**src/rtl/al_accel_wload_ctrl.sv**
```systemverilog
// al_accel_wload_ctrl: 3x3 kernel weight-load sequencer; define AL_ACCEL_WLOAD_STALL_CNT_EN for load_stall_cnt
module al_accel_wload_ctrl #(
   parameter int DW     = 8,
   parameter int KIDX_W = 4
) (
   input  logic              clk,
   input  logic              rst,
   input  logic              start,
   input  logic              abort,
   input  logic [KIDX_W-1:0] cfg_num_krn,
   input  logic              w_valid,
   output logic              w_ready,
   input  logic [3*DW-1:0]   w_data,
   output logic [1:0]        wdemux_sel,
   output logic [DW-1:0]     wdemux_di_0,
   output logic [DW-1:0]     wdemux_di_1,
   output logic [DW-1:0]     wdemux_di_2,
   output logic [2:0]        wreg_we,
   output logic              krn_valid,
   output logic [KIDX_W-1:0] krn_idx,
   input  logic              krn_release,
   output logic              busy,
`ifdef AL_ACCEL_WLOAD_STALL_CNT_EN
   output logic [15:0]       load_stall_cnt,
`endif
   output logic              layer_done
);
   typedef enum logic [1:0] {IDLE, LOAD, SETTLE, HOLD} state_t;
   state_t state;
   logic [1:0] row;
   logic [KIDX_W-1:0] cfg_q;
   logic accept;
   assign w_ready = state == LOAD;
   assign accept  = w_ready & w_valid;
   always_ff @(posedge clk) begin
      if (rst) begin
         state       <= IDLE;
         row         <= '0;
         cfg_q       <= '0;
         wdemux_sel  <= '0;
         wdemux_di_0 <= '0;
         wdemux_di_1 <= '0;
         wdemux_di_2 <= '0;
         wreg_we     <= '0;
         krn_valid   <= 1'b0;
         krn_idx     <= '0;
         busy        <= 1'b0;
         layer_done  <= 1'b0;
      end else begin
         wreg_we    <= '0;
         layer_done <= 1'b0;
         // a handshaken beat always reaches the registers, even alongside abort
         if (accept) begin
            wdemux_sel  <= row;
            wdemux_di_0 <= w_data[DW-1:0];
            wdemux_di_1 <= w_data[2*DW-1:DW];
            wdemux_di_2 <= w_data[3*DW-1:2*DW];
            wreg_we     <= 3'b001 << row;
         end
         if (abort) begin
            state     <= IDLE;
            row       <= '0;
            krn_valid <= 1'b0;
            busy      <= 1'b0;
         end else begin
            case (state)
               IDLE: if (start) begin
                  state   <= LOAD;
                  row     <= '0;
                  krn_idx <= '0;
                  cfg_q   <= cfg_num_krn;
                  busy    <= 1'b1;
               end
               LOAD: if (w_valid) begin
                  state <= row == 2'd2 ? SETTLE : LOAD;
                  row   <= row == 2'd2 ? 2'd0 : row + 2'd1;
               end
               SETTLE: state <= HOLD;
               HOLD: begin
                  krn_valid <= !krn_release;
                  if (krn_release) begin
                     if (krn_idx == cfg_q) begin
                        state      <= IDLE;
                        busy       <= 1'b0;
                        layer_done <= 1'b1;
                     end else begin
                        state   <= LOAD;
                        row     <= '0;
                        krn_idx <= krn_idx + 1'b1;
                     end
                  end
               end
               default: state <= IDLE;
            endcase
         end
      end
   end
`ifdef AL_ACCEL_WLOAD_STALL_CNT_EN
   always_ff @(posedge clk) begin
      if (rst || (state == IDLE && start && !abort)) load_stall_cnt <= '0;
      else if (state == LOAD && !w_valid && load_stall_cnt != 16'hFFFF) load_stall_cnt <= load_stall_cnt + 16'd1;
   end
`endif
endmodule
```
**config.mk**
```make
export PLATFORM = sky130hd
export DESIGN_NAME = al_accel_wload_ctrl
export DESIGN_NICKNAME = d
export VERILOG_FILES = /design/src/rtl/al_accel_wload_ctrl.sv
export SDC_FILE = /design/constraint.sdc
export NUM_CORES = 1
export LEC_CHECK = 0
export ABC_CLOCK_PERIOD_IN_PS = 2500
export BUFFER_PORTS_ARGS = -buffer_cell sky130_fd_sc_hd__buf_2
export CORE_AREA = 3 3 68 70
export CTS_BUF_LIST = sky130_fd_sc_hd__clkbuf_8 sky130_fd_sc_hd__clkbuf_16
export CTS_CLUSTER_DIAMETER = 80
export DETAILED_ROUTE_END_ITERATION = 8
export DIE_AREA = 0 0 71 73
export GPL_TIMING_DRIVEN = 0
export PLACE_DENSITY = 0.81
export SLEW_MARGIN = 20
export SYNTH_ARGS = -nofsm -noshare
export SYNTH_HDL_FRONTEND = slang
export SYNTH_SLANG_ARGS = --single-unit
export TNS_END_PERCENT = 10
```
**constraint.sdc**
```tcl
create_clock -name clk -period 2.5 [get_ports clk]
set_clock_uncertainty 0.05 [all_clocks]
set_input_delay 0.5 -clock clk [delete_from_list [all_inputs] [get_ports clk]]
set_output_delay 0.5 -clock clk [all_outputs]
set_load 0.01 [all_outputs]
```
==> impl_results.md, run 1 <==
* Hold_buf cts at 0
* CP Class: reg2reg
* Critical-path cell list: inv_1, ha_1, or4_4, or4_1, a31oi_1
* Layout cells sized above 1 at 27.2%
* DRC violations left at 0
* Post-CTS setup repair buffer count at 0
* Sw frac at 23.0%
* Max-cap violations at 0
* PwrDens at 604 mW/mm^2
* Reg clk slew, reported paths at 0.08 ns
* Critical Path AT at 2.36 ns
* Mapped Area at 0.00184 mm^2
* Final WL at 4250 um
* Largest area contributor in the netlist: dfxtp_1
* Main flop type after synthesis: dfxtp_1
* Nets@finish at 340
* Layout area overhead at 29.0%
* Setup TNS at 0 ns
* Routing usage on met3 at 3.17%
* Met1 Usage GRT at 20.1%
* Syn_nets at 263
* HPWL after DPL at 3190 um
* Worst rel slew slack at 53.5%
* Min-Delay Path Depth at 3
* Clock buffer depth at 2
* Die height at 73 um
* Synthesis Warnings at 0
* Final setup viols at 0
* Reg2Reg Depth at 5
* Hold WC Path Type: in2reg
* Sequential area share after synthesis at 47.8%
* Die area at 0.00518 mm^2
* CP delay by family, top: simple AND/OR/NAND/NOR gates
* Buf/Inv on CP at 1
* Synth top area cells: dfxtp_1, nand2_1, a21oi_1
* Placer Congestion at 0.785
* Cells after synthesis at 223
* WL/cell at 12.1 um
* GRT Util Overall at 16.3%
* GRT busiest layer: met2
* Total number of vias at 1770
* Critical path depth at 5
* Crit path max fanout at 5
* Initial DRC count at 112
* Final setup margin at 0.303 ns
* Most frequent cells after synthesis: nand2_1, dfxtp_1, a21oi_1
* Ant diodes at 0
* Fin crit period at 2.20 ns
* Post-Layout Inst Area at 0.00238 mm^2
* CTS tree: built
* Core footprint at 0.00403 mm^2
* Num CTS Buffers at 5
* Outcome: finished clean
* Sw Pwr at 330 uW
* Req. time, crit path at 2.67 ns
* Met2 Use GR at 28.2%
* Worst-path cell with the longest stage delay: or4_4
* Die width at 71 um
* Slew @ Worst Pin at 0.690 ns
* Unrepaired setup endpoints after global routing: no
* Tot Pwr at 1.43 mW
* Hold WS at 0.389 ns
* Clock Latency Late Sink at 0.29 ns
* Crit share post-route at 87.9%
* Top cell type's share of synthesized area at 47.8%
* Post-CTS sizing at 0
* Vias in the first global route at 1563
* Rows at 23
* Initial Utilization at 45.7%
* Htree depth at 2
* Leakage at 1.02 nW
* Syn avg cell area at 8.26 um^2
* FMAX at 455 MHz
* Worst vdd ir at 0.389 mV
* 1st-pass router iterations at 4
* FFs w/ async S/R, synth at 0%
* Filler cells at 380
* First-pass GRT wire length at 6800 um
* Worst setup SP type: flop
* Congestion Overflow GR at 0
* Initial antenna violation count at 0
* Part of the power in registers at 50.6%
* Final hold vios at 0
* I/O Buffers at 70
* Clk network pwr share at 39.5%
* Count leader, synth: nand2_1
* Area post-placement at 0.00225 mm^2
* Post-DRT Antenna Nets at 0
* Root Buffer: clkbuf_8
* Worst Setup End Kind: flop
* Pre-CTS WS at 0.326 ns
* CP peak stage delay at 0.57 ns
* Internal Pwr Total at 1.10 mW
* Combinational Power Share at 9.9%
* FF+latch count, synth at 44
* Vias per std cell at 5.04
* Post-synth EDFFs at 0
* Yosys cell types at 31
* Max Slew Vio Count at 0
* I/O pin total at 71
* Clock Sinks at 44
* Largest net degree at the start of global routing at 15
[per-layer routing]
metal	part of all wire (%)	wire length, um
met5	0	0
met4	1.4	58
met3	5.5	235
met2	50	2140
met1	43	1820
[worst reg2reg max path, cell delays in order, from the launching register on]
cell     delay, ns
dfxtp_1       0.39
inv_1         0.11
ha_1          0.33
or4_4         0.57
or4_1         0.51
a31oi_1       0.17
[cell families after synthesis]
group                      synth area share [%]
DFF                                        47.8
AOI/OAI and AO/OA                          11.3
xor gates and xnor gates                   1.90
adders and majority gates                  4.08
and+or+nand+nor                            28.1
buffers and inverters                      3.46
muxes                                      3.26
[flip-flops by register name, indices dropped and copies added (netlist names), 2 cells and up, named ones only]
| register | count |
|---|---|
| cfg_q | 4 |
| wdemux_sel | 2 |
| krn_idx | 4 |
| wdemux_di_2 | 8 |
| wreg_we | 3 |
| wdemux_di_0 | 8 |
| wdemux_di_1 | 8 |
| row | 2 |
[placed cells by master, fill, tap and decap left out, drive strengths merged]
cell    netlist  layout
a21boi        1       1
a21o          1       1
a21oi        27      27
a31oi         5       5
a32o          1       1
and2          1       1
and4          1       1
buf           2      72
bufinv        0       1
clkbuf       12      18
clkinv        0       1
dfxtp        44      44
ha            6       6
inv           3       3
mux2i         6       6
nand2        63      63
nand2b        3       3
nand3         4       4
nand3b        2       2
nand4         5       5
nand4b        2       2
nor2          9       9
nor2b         4       4
nor3          5       5
nor4          5       5
nor4b         1       1
o211ai        1       1
o21ai         2       2
or2           1       1
or4           2       2
xnor2         4       4
[final timing paths]
kind                                     from                     endpoint  slack (ns)
setup / recovery        state[0]$_SDFFE_PP0P_      krn_idx[3]$_SDFFE_PP0P_        0.30
hold / removal                 cfg_num_krn[3]        cfg_q[3]$_SDFFE_PP0P_        0.39
setup reg to reg        state[0]$_SDFFE_PP0P_      krn_idx[3]$_SDFFE_PP0P_        0.30
hold reg to reg   wdemux_di_0[3]$_SDFFE_PP0N_  wdemux_di_0[3]$_SDFFE_PP0N_        0.41
[power groups by stage]
stage               Clock [mW]  Sequential, mW  Combinational [mW]
floorplan                    0           0.747              0.0772
global placement             0           0.742               0.140
detailed placement           0           0.742               0.142
CTS                      0.582           0.726               0.143
global route             0.610           0.728               0.158
finish                   0.566           0.726               0.142
[stage by stage]
| stage | utilization [%] | instances |
|---|---|---|
| after detailed placement | 56.0 | 343 |
| after global placement | 56.0 | 343 |
| after CTS | 59.0 | 351 |
| after global routing | 59.0 | 351 |
| after floorplan | - | 223 |
| final | 59.0 | 351 |
[area by class of cell]
cell class	count	area, um^2	area share [%]
clock buffers	6	82.6	3.48
flip-flops and latches	44	881	37.1
inverters	3	11.3	0.474
repair buffers	70	350	14.7
clock inverters	2	38.8	1.63
plain buffers	14	52.6	2.21
multi-input cells	162	897	37.8
well taps	50	62.6	2.63
Note: power is estimated with default switching activity, not from simulation.
==> run 2, diff against run 1 <==
--- a/config.mk
+++ b/config.mk
@@ -7,13 +7,13 @@
 export LEC_CHECK = 0
 export ABC_CLOCK_PERIOD_IN_PS = 2500
 export BUFFER_PORTS_ARGS = -buffer_cell sky130_fd_sc_hd__buf_2
-export CORE_AREA = 3 3 68 70
+export CORE_AREA = 3 3 66 68
 export CTS_BUF_LIST = sky130_fd_sc_hd__clkbuf_8 sky130_fd_sc_hd__clkbuf_16
 export CTS_CLUSTER_DIAMETER = 80
 export DETAILED_ROUTE_END_ITERATION = 8
-export DIE_AREA = 0 0 71 73
+export DIE_AREA = 0 0 69 71
 export GPL_TIMING_DRIVEN = 0
-export PLACE_DENSITY = 0.81
+export PLACE_DENSITY = 0.86
 export SLEW_MARGIN = 20
 export SYNTH_ARGS = -nofsm -noshare
 export SYNTH_HDL_FRONTEND = slang
==> impl_results.md, run 2 (synthesis results as in run 1) <==
* Leakage at 1.02 nW
* Outcome: finished clean
* Layout cells sized above 1 at 27.2%
* Unrepaired setup endpoints after global routing: no
* Sw frac at 23.4%
* Die height at 71 um
* Die area at 0.00490 mm^2
* Setup TNS at 0 ns
* Total number of vias at 1772
* Worst vdd ir at 0.353 mV
* Hold WC Path Type: in2reg
* Final hold vios at 0
* Clock buffer depth at 2
* GRT Util Overall at 17.8%
* CP peak stage delay at 0.56 ns
* Storage element area at 881 um^2
* Req. time, crit path at 2.68 ns
* Clk network pwr share at 39.8%
* Most common cell after layout, fill and taps aside: buf_2
* Initial antenna violation count at 0
* Worst setup SP type: flop
* Num CTS Buffers at 5
* Final setup margin at 0.292 ns
* Reg2Reg Depth at 5
* CP Class: reg2reg
* Root Buffer: clkbuf_8
* Ant diodes at 0
* Reg2Reg Setup Slack at 0.29 ns
* Part of the power in registers at 50.3%
* HPWL after DPL at 3200 um
* Placer Congestion at 0.861
* Final WL at 4270 um
* Clock Sinks at 44
* Capturing point of the worst reg2reg path: krn_idx[3]$_SDFFE_PP0P_
* Final setup viols at 0
* Worst Setup End Kind: flop
* Fin crit period at 2.21 ns
* Worst-path cell with the longest stage delay: or4_4
* Reg clk slew, reported paths at 0.09 ns
* CTS tree: built
* First-pass GRT wire length at 7160 um
* Internal Pwr Total at 1.10 mW
* Sw Pwr at 337 uW
* Initial DRC count at 81
* Die width at 69 um
* Filler cells at 382
* FMAX at 453 MHz
* Worst rel slew slack at 59.5%
* Buf/Inv on CP at 1
* Critical path depth at 5
* Hold_buf cts at 0
* Clock Latency Late Sink at 0.30 ns
* Layout area overhead at 29.0%
* Vias in the first global route at 1683
* Multi-input gate area at 897 um^2
* Crit path from: state[0]$_SDFFE_PP0P_
* WL/cell at 12.2 um
* Max Slew Vio Count at 0
* Pre-CTS WS at 0.321 ns
* Combinational Power Share at 9.9%
* Crit path max fanout at 5
* Post-DRT Antenna Nets at 0
* RR Startpoint: state[0]$_SDFFE_PP0P_
* Initial Utilization at 47.1%
* Largest registers: wdemux_di_0: 8 flops, wdemux_di_1: 8 flops, wdemux_di_2: 8 flops
* Slew @ Worst Pin at 0.601 ns
* Rows at 23
* Crit share post-route at 88.3%
* Critical Path AT at 2.39 ns
* CP delay by family, top: simple AND/OR/NAND/NOR gates
* Most frequent cells in the layout: buf_2, nand2_1, dfxtp_1, a21oi_1, clkbuf_1
* Largest net degree at the start of global routing at 15
* Congestion Overflow GR at 0
* PwrDens at 606 mW/mm^2
* DRC violations left at 0
* Crit path capture: krn_idx[3]$_SDFFE_PP0P_
* Core footprint at 0.00391 mm^2
* Critical-path cell list: inv_1, ha_1, or4_4, or4_1, a31oi_1
* I/O Buffers at 70
* 1st-pass router iterations at 4
* Post-CTS sizing at 0
* I/O pin total at 71
* Max-cap violations at 0
* Vias per std cell at 5.05
* Post-CTS setup repair buffer count at 0
* Htree depth at 2
* Nets@finish at 340
run 2: cell counts in the layout (fill, tap and decap cells not counted):
No cell type changed its count.
run 2: through the flow:
step,instance area [um^2],util (%),hold slack [ns],power (mW),std cells
floorplan,1840,-,0.431,0.825,223
global placement,2250,57.6,0.389,0.881,343
detailed placement,2250,57.6,0.394,0.885,343
CTS,2380,60.7,0.366,1.45,351
global route,2380,60.7,0.385,1.50,351
finish,2380,60.7,0.374,1.44,351
run 2: layout make-up:
class / instances / share of cell area [%]
clock inverters: 2 / 1.63
well taps: 50 / 2.63
plain buffers: 14 / 2.21
clock buffers: 6 / 3.48
flip-flops and latches: 44 / 37.1
repair buffers: 70 / 14.7
inverters: 3 / 0.474
multi-input cells: 162 / 37.8
run 2: layer usage:
metal | vias up | global-route usage [%] | wire length, um
li1 | 909 | - | -
met1 | 808 | 21.1 | 1860
met2 | 45 | 30.0 | 2100
met3 | 10 | 3.84 | 210
met4 | 0 | 9.76 | 99
met5 | - | 0 | 0
run 2: worst register-to-register path, cell delays in order, from the launching register on:
cell	delay [ns]
dfxtp_1	0.39
inv_1	0.11
ha_1	0.35
or4_4	0.56
or4_1	0.51
a31oi_1	0.17
run 2: power groups by stage:
stage	Combinational, mW	Sequential (mW)	Clock [mW]
floorplan	0.0772	0.747	0
global placement	0.140	0.741	0
detailed placement	0.143	0.742	0
CTS	0.143	0.726	0.586
global route	0.161	0.727	0.606
finish	0.143	0.725	0.573
run 2: how the worst min path moves through the flow:
stage          cells past startpoint                         from  slack, ns                     endpoint
6_report                           3                    w_data[4]       0.37  wdemux_di_0[4]$_SDFFE_PP0N_
5_1_grt                            3                   w_data[20]       0.38  wdemux_di_2[4]$_SDFFE_PP0N_
4_1_cts                            3                    w_data[4]       0.37  wdemux_di_0[4]$_SDFFE_PP0N_
3_5_place_dp                       2  wdemux_di_0[3]$_SDFFE_PP0N_       0.39  wdemux_di_0[3]$_SDFFE_PP0N_
3_3_place_gp                       2  wdemux_di_1[7]$_SDFFE_PP0N_       0.39  wdemux_di_1[7]$_SDFFE_PP0N_
2_1_floorplan                      2  wdemux_di_0[0]$_SDFFE_PP0N_       0.43  wdemux_di_0[0]$_SDFFE_PP0N_
==> run 3, diff against run 2 <==
--- a/config.mk
+++ b/config.mk
@@ -5,16 +5,16 @@
 export SDC_FILE = /design/constraint.sdc
 export NUM_CORES = 1
 export LEC_CHECK = 0
+export ABC_AREA = 1
 export ABC_CLOCK_PERIOD_IN_PS = 2500
 export BUFFER_PORTS_ARGS = -buffer_cell sky130_fd_sc_hd__buf_2
-export CORE_AREA = 3 3 66 68
+export CORE_AREA = 8 8 72 74
 export CTS_BUF_LIST = sky130_fd_sc_hd__clkbuf_8 sky130_fd_sc_hd__clkbuf_16
 export CTS_CLUSTER_DIAMETER = 80
 export DETAILED_ROUTE_END_ITERATION = 8
-export DIE_AREA = 0 0 69 71
+export DIE_AREA = 0 0 80 82
 export GPL_TIMING_DRIVEN = 0
-export PLACE_DENSITY = 0.86
-export SLEW_MARGIN = 20
+export PLACE_DENSITY = 0.84
 export SYNTH_ARGS = -nofsm -noshare
 export SYNTH_HDL_FRONTEND = slang
 export SYNTH_SLANG_ARGS = --single-unit
==> impl_results.md, run 3 <==
* Outcome: finished clean
* Area post-placement at 0.00228 mm^2
* Final WL at 4460 um
* Vias in the first global route at 1727
* I/O pin total at 71
* Sequential area share after synthesis at 47.2%
* Placer Congestion at 0.794
* Most frequent cells in the layout: buf_2, nor2_1, dfxtp_1, o21ai_0, nand2_1
* Part of the power in registers at 53.0%
* FMAX at 556 MHz
* Die height at 82 um
* Yosys cell types at 26
* CP Class: reg2out
* Initial DRC count at 59
* Pre-CTS WS at 0.845 ns
* Hold WS at 0.406 ns
* FFs w/ async S/R, synth at 0%
* Initial Utilization at 45.0%
* Final hold vios at 0
* Fin crit period at 1.80 ns
* PwrDens at 597 mW/mm^2
* Post-Layout Inst Area at 0.00237 mm^2
* Critical Path AT at 1.25 ns
* FF+latch count, synth at 44
* Sw Pwr at 375 uW
* Vias per std cell at 4.75
* Mapped Area at 0.00187 mm^2
* Clock Latency Late Sink at 0.29 ns
* Unrepaired setup endpoints after global routing: no
* CP peak stage delay at 0.33 ns
* GRT busiest layer: met2
* Hold WC Path Type: in2reg
* Die width at 80 um
* Layout area overhead at 27.2%
* Worst vdd ir at 0.245 mV
* Htree depth at 2
* Leakage at 1.13 nW
* Post-CTS sizing at 0
* Num CTS Buffers at 5
* Most common cell after layout, fill and taps aside: buf_2
* First-pass GRT wire length at 7300 um
* HPWL after DPL at 3430 um
* Post-DRT Antenna Nets at 0
* Worst setup SP type: flop
* Critical-path cell list: inv_1, ha_1, buf_2
* Clock Sinks at 44
* Crit share post-route at 71.9%
* Met1 Usage GRT at 15.0%
* CP delay by family, top: flip-flops
* Worst Setup End Kind: output pin
* Congestion Overflow GR at 0
* Reg clk slew, reported paths at 0.08 ns
* Layout cells sized above 1 at 31.8%
* Sw frac at 26.5%
* Post-CTS setup repair buffer count at 0
* Combinational Power Share at 15.1%
* Cells after synthesis at 243
* WL/cell at 12.0 um
* Post-synth EDFFs at 0
* Nets@finish at 360
* Root Buffer: clkbuf_8
* Die area at 0.00656 mm^2
* GRT Util Overall at 13.7%
* Clk network pwr share at 31.9%
* I/O Buffers at 70
* Initial antenna violation count at 0
* Most frequent cells after synthesis: nor2_1, dfxtp_1, o21ai_0
* DRC violations left at 0
* Core footprint at 0.00414 mm^2
* Crit path max fanout at 6
* Met2 Use GR at 23.4%
* Internal Pwr Total at 1.04 mW
* Syn avg cell area at 7.68 um^2
* Buf/Inv on CP at 2
* Setup TNS at 0 ns
* Max Slew Vio Count at 0
* Tot Pwr at 1.42 mW
* Main flop type after synthesis: dfxtp_1
* Largest net degree at the start of global routing at 14
* Max-cap violations at 0
* Clock buffer depth at 2
* Synthesis Warnings at 0
* Hold_buf cts at 0
* CTS tree: built
* Req. time, crit path at 1.95 ns
* Worst-path cell with the longest stage delay: dfxtp_1
* Placed insts at 365
* Non-filler cells, final at 373
* Rows at 24
* Top cell type's share of synthesized area at 47.2%
* 1st-pass router iterations at 4
* Synth top area cells: dfxtp_1, nor2_1, o21ai_0
* Final setup margin at 0.703 ns
* Total number of vias at 1772
* Final Util at 57.3%
* Worst rel slew slack at 74.0%
* Slew @ Worst Pin at 0.390 ns
* Final setup viols at 0
* Largest registers: wdemux_di_0: 8 flops, wdemux_di_1: 8 flops, wdemux_di_2: 8 flops
* Ant diodes at 0
* Largest area contributor in the netlist: dfxtp_1
* Count leader, synth: nor2_1
* Routing usage on met3 at 4.70%
* Min-delay src: rst
* Syn_nets at 283
run 3: changes by cell type in the layout (fill, tap and decap cells not counted), moves of 5 or more:
| cell | change |
|---|---|
| nor2_1 | +57 |
| nand2_2 | +6 |
| inv_1 | +12 |
| o21ai_0 | +30 |
| mux2i_1 | -6 |
| nand3_1 | +6 |
| nand2_1 | -37 |
| clkbuf_1 | -8 |
| a21oi_1 | -16 |
| nor4_1 | -5 |
run 3: path summary, 6_finish.rpt:
path,cells past startpoint,to,slack (ns)
worst max-delay path,3,w_ready,0.70
worst min-delay path,2,krn_idx[1]$_SDFFE_PP0P_,0.41
worst max register to register,7,wdemux_di_1[6]$_SDFFE_PP0N_,0.85
worst min register to register,1,wreg_we[0]$_SDFF_PP0_,0.41
run 3: metal layers:
| metal | part of all wire (%) | wire [um] |
|---|---|---|
| met1 | 43 | 1910 |
| met2 | 46 | 2040 |
| met3 | 10 | 447 |
| met4 | 1.5 | 69 |
| met5 | 0 | 0 |
run 3: power by group through the flow:
| stage | Sequential [mW] | Clock (mW) | Combinational [mW] |
|---|---|---|---|
| 6_report | 0.751 | 0.452 | 0.214 |
| 4_1_cts | 0.751 | 0.464 | 0.217 |
| 2_1_floorplan | 0.779 | 0 | 0.125 |
| 5_1_grt | 0.756 | 0.492 | 0.243 |
| 3_3_place_gp | 0.767 | 0 | 0.210 |
| 3_5_place_dp | 0.768 | 0 | 0.215 |
run 3: cell families (layout without fill, tap and decap cells):
| family | Yosys count | after routing | share of synthesized area, % |
|---|---|---|---|
| adder cells (fa/ha/maj) | 6 | 6 | 4.02 |
| AND/OR/NAND/NOR | 119 | 119 | 29.8 |
| buffers and inverters | 27 | 105 | 6.03 |
| AO/OA/AOI/OAI | 47 | 47 | 13.0 |
| flip-flops | 44 | 44 | 47.2 |
run 3: layout make-up:
cell class	count	area, um^2
inverters	19	71.3
flip-flops and latches	44	881
multi-input cells	172	873
clock inverters	2	10.0
well taps	52	65.1
fillers	392	1770
repair buffers	70	350
clock buffers	6	82.6
plain buffers	8	41.3
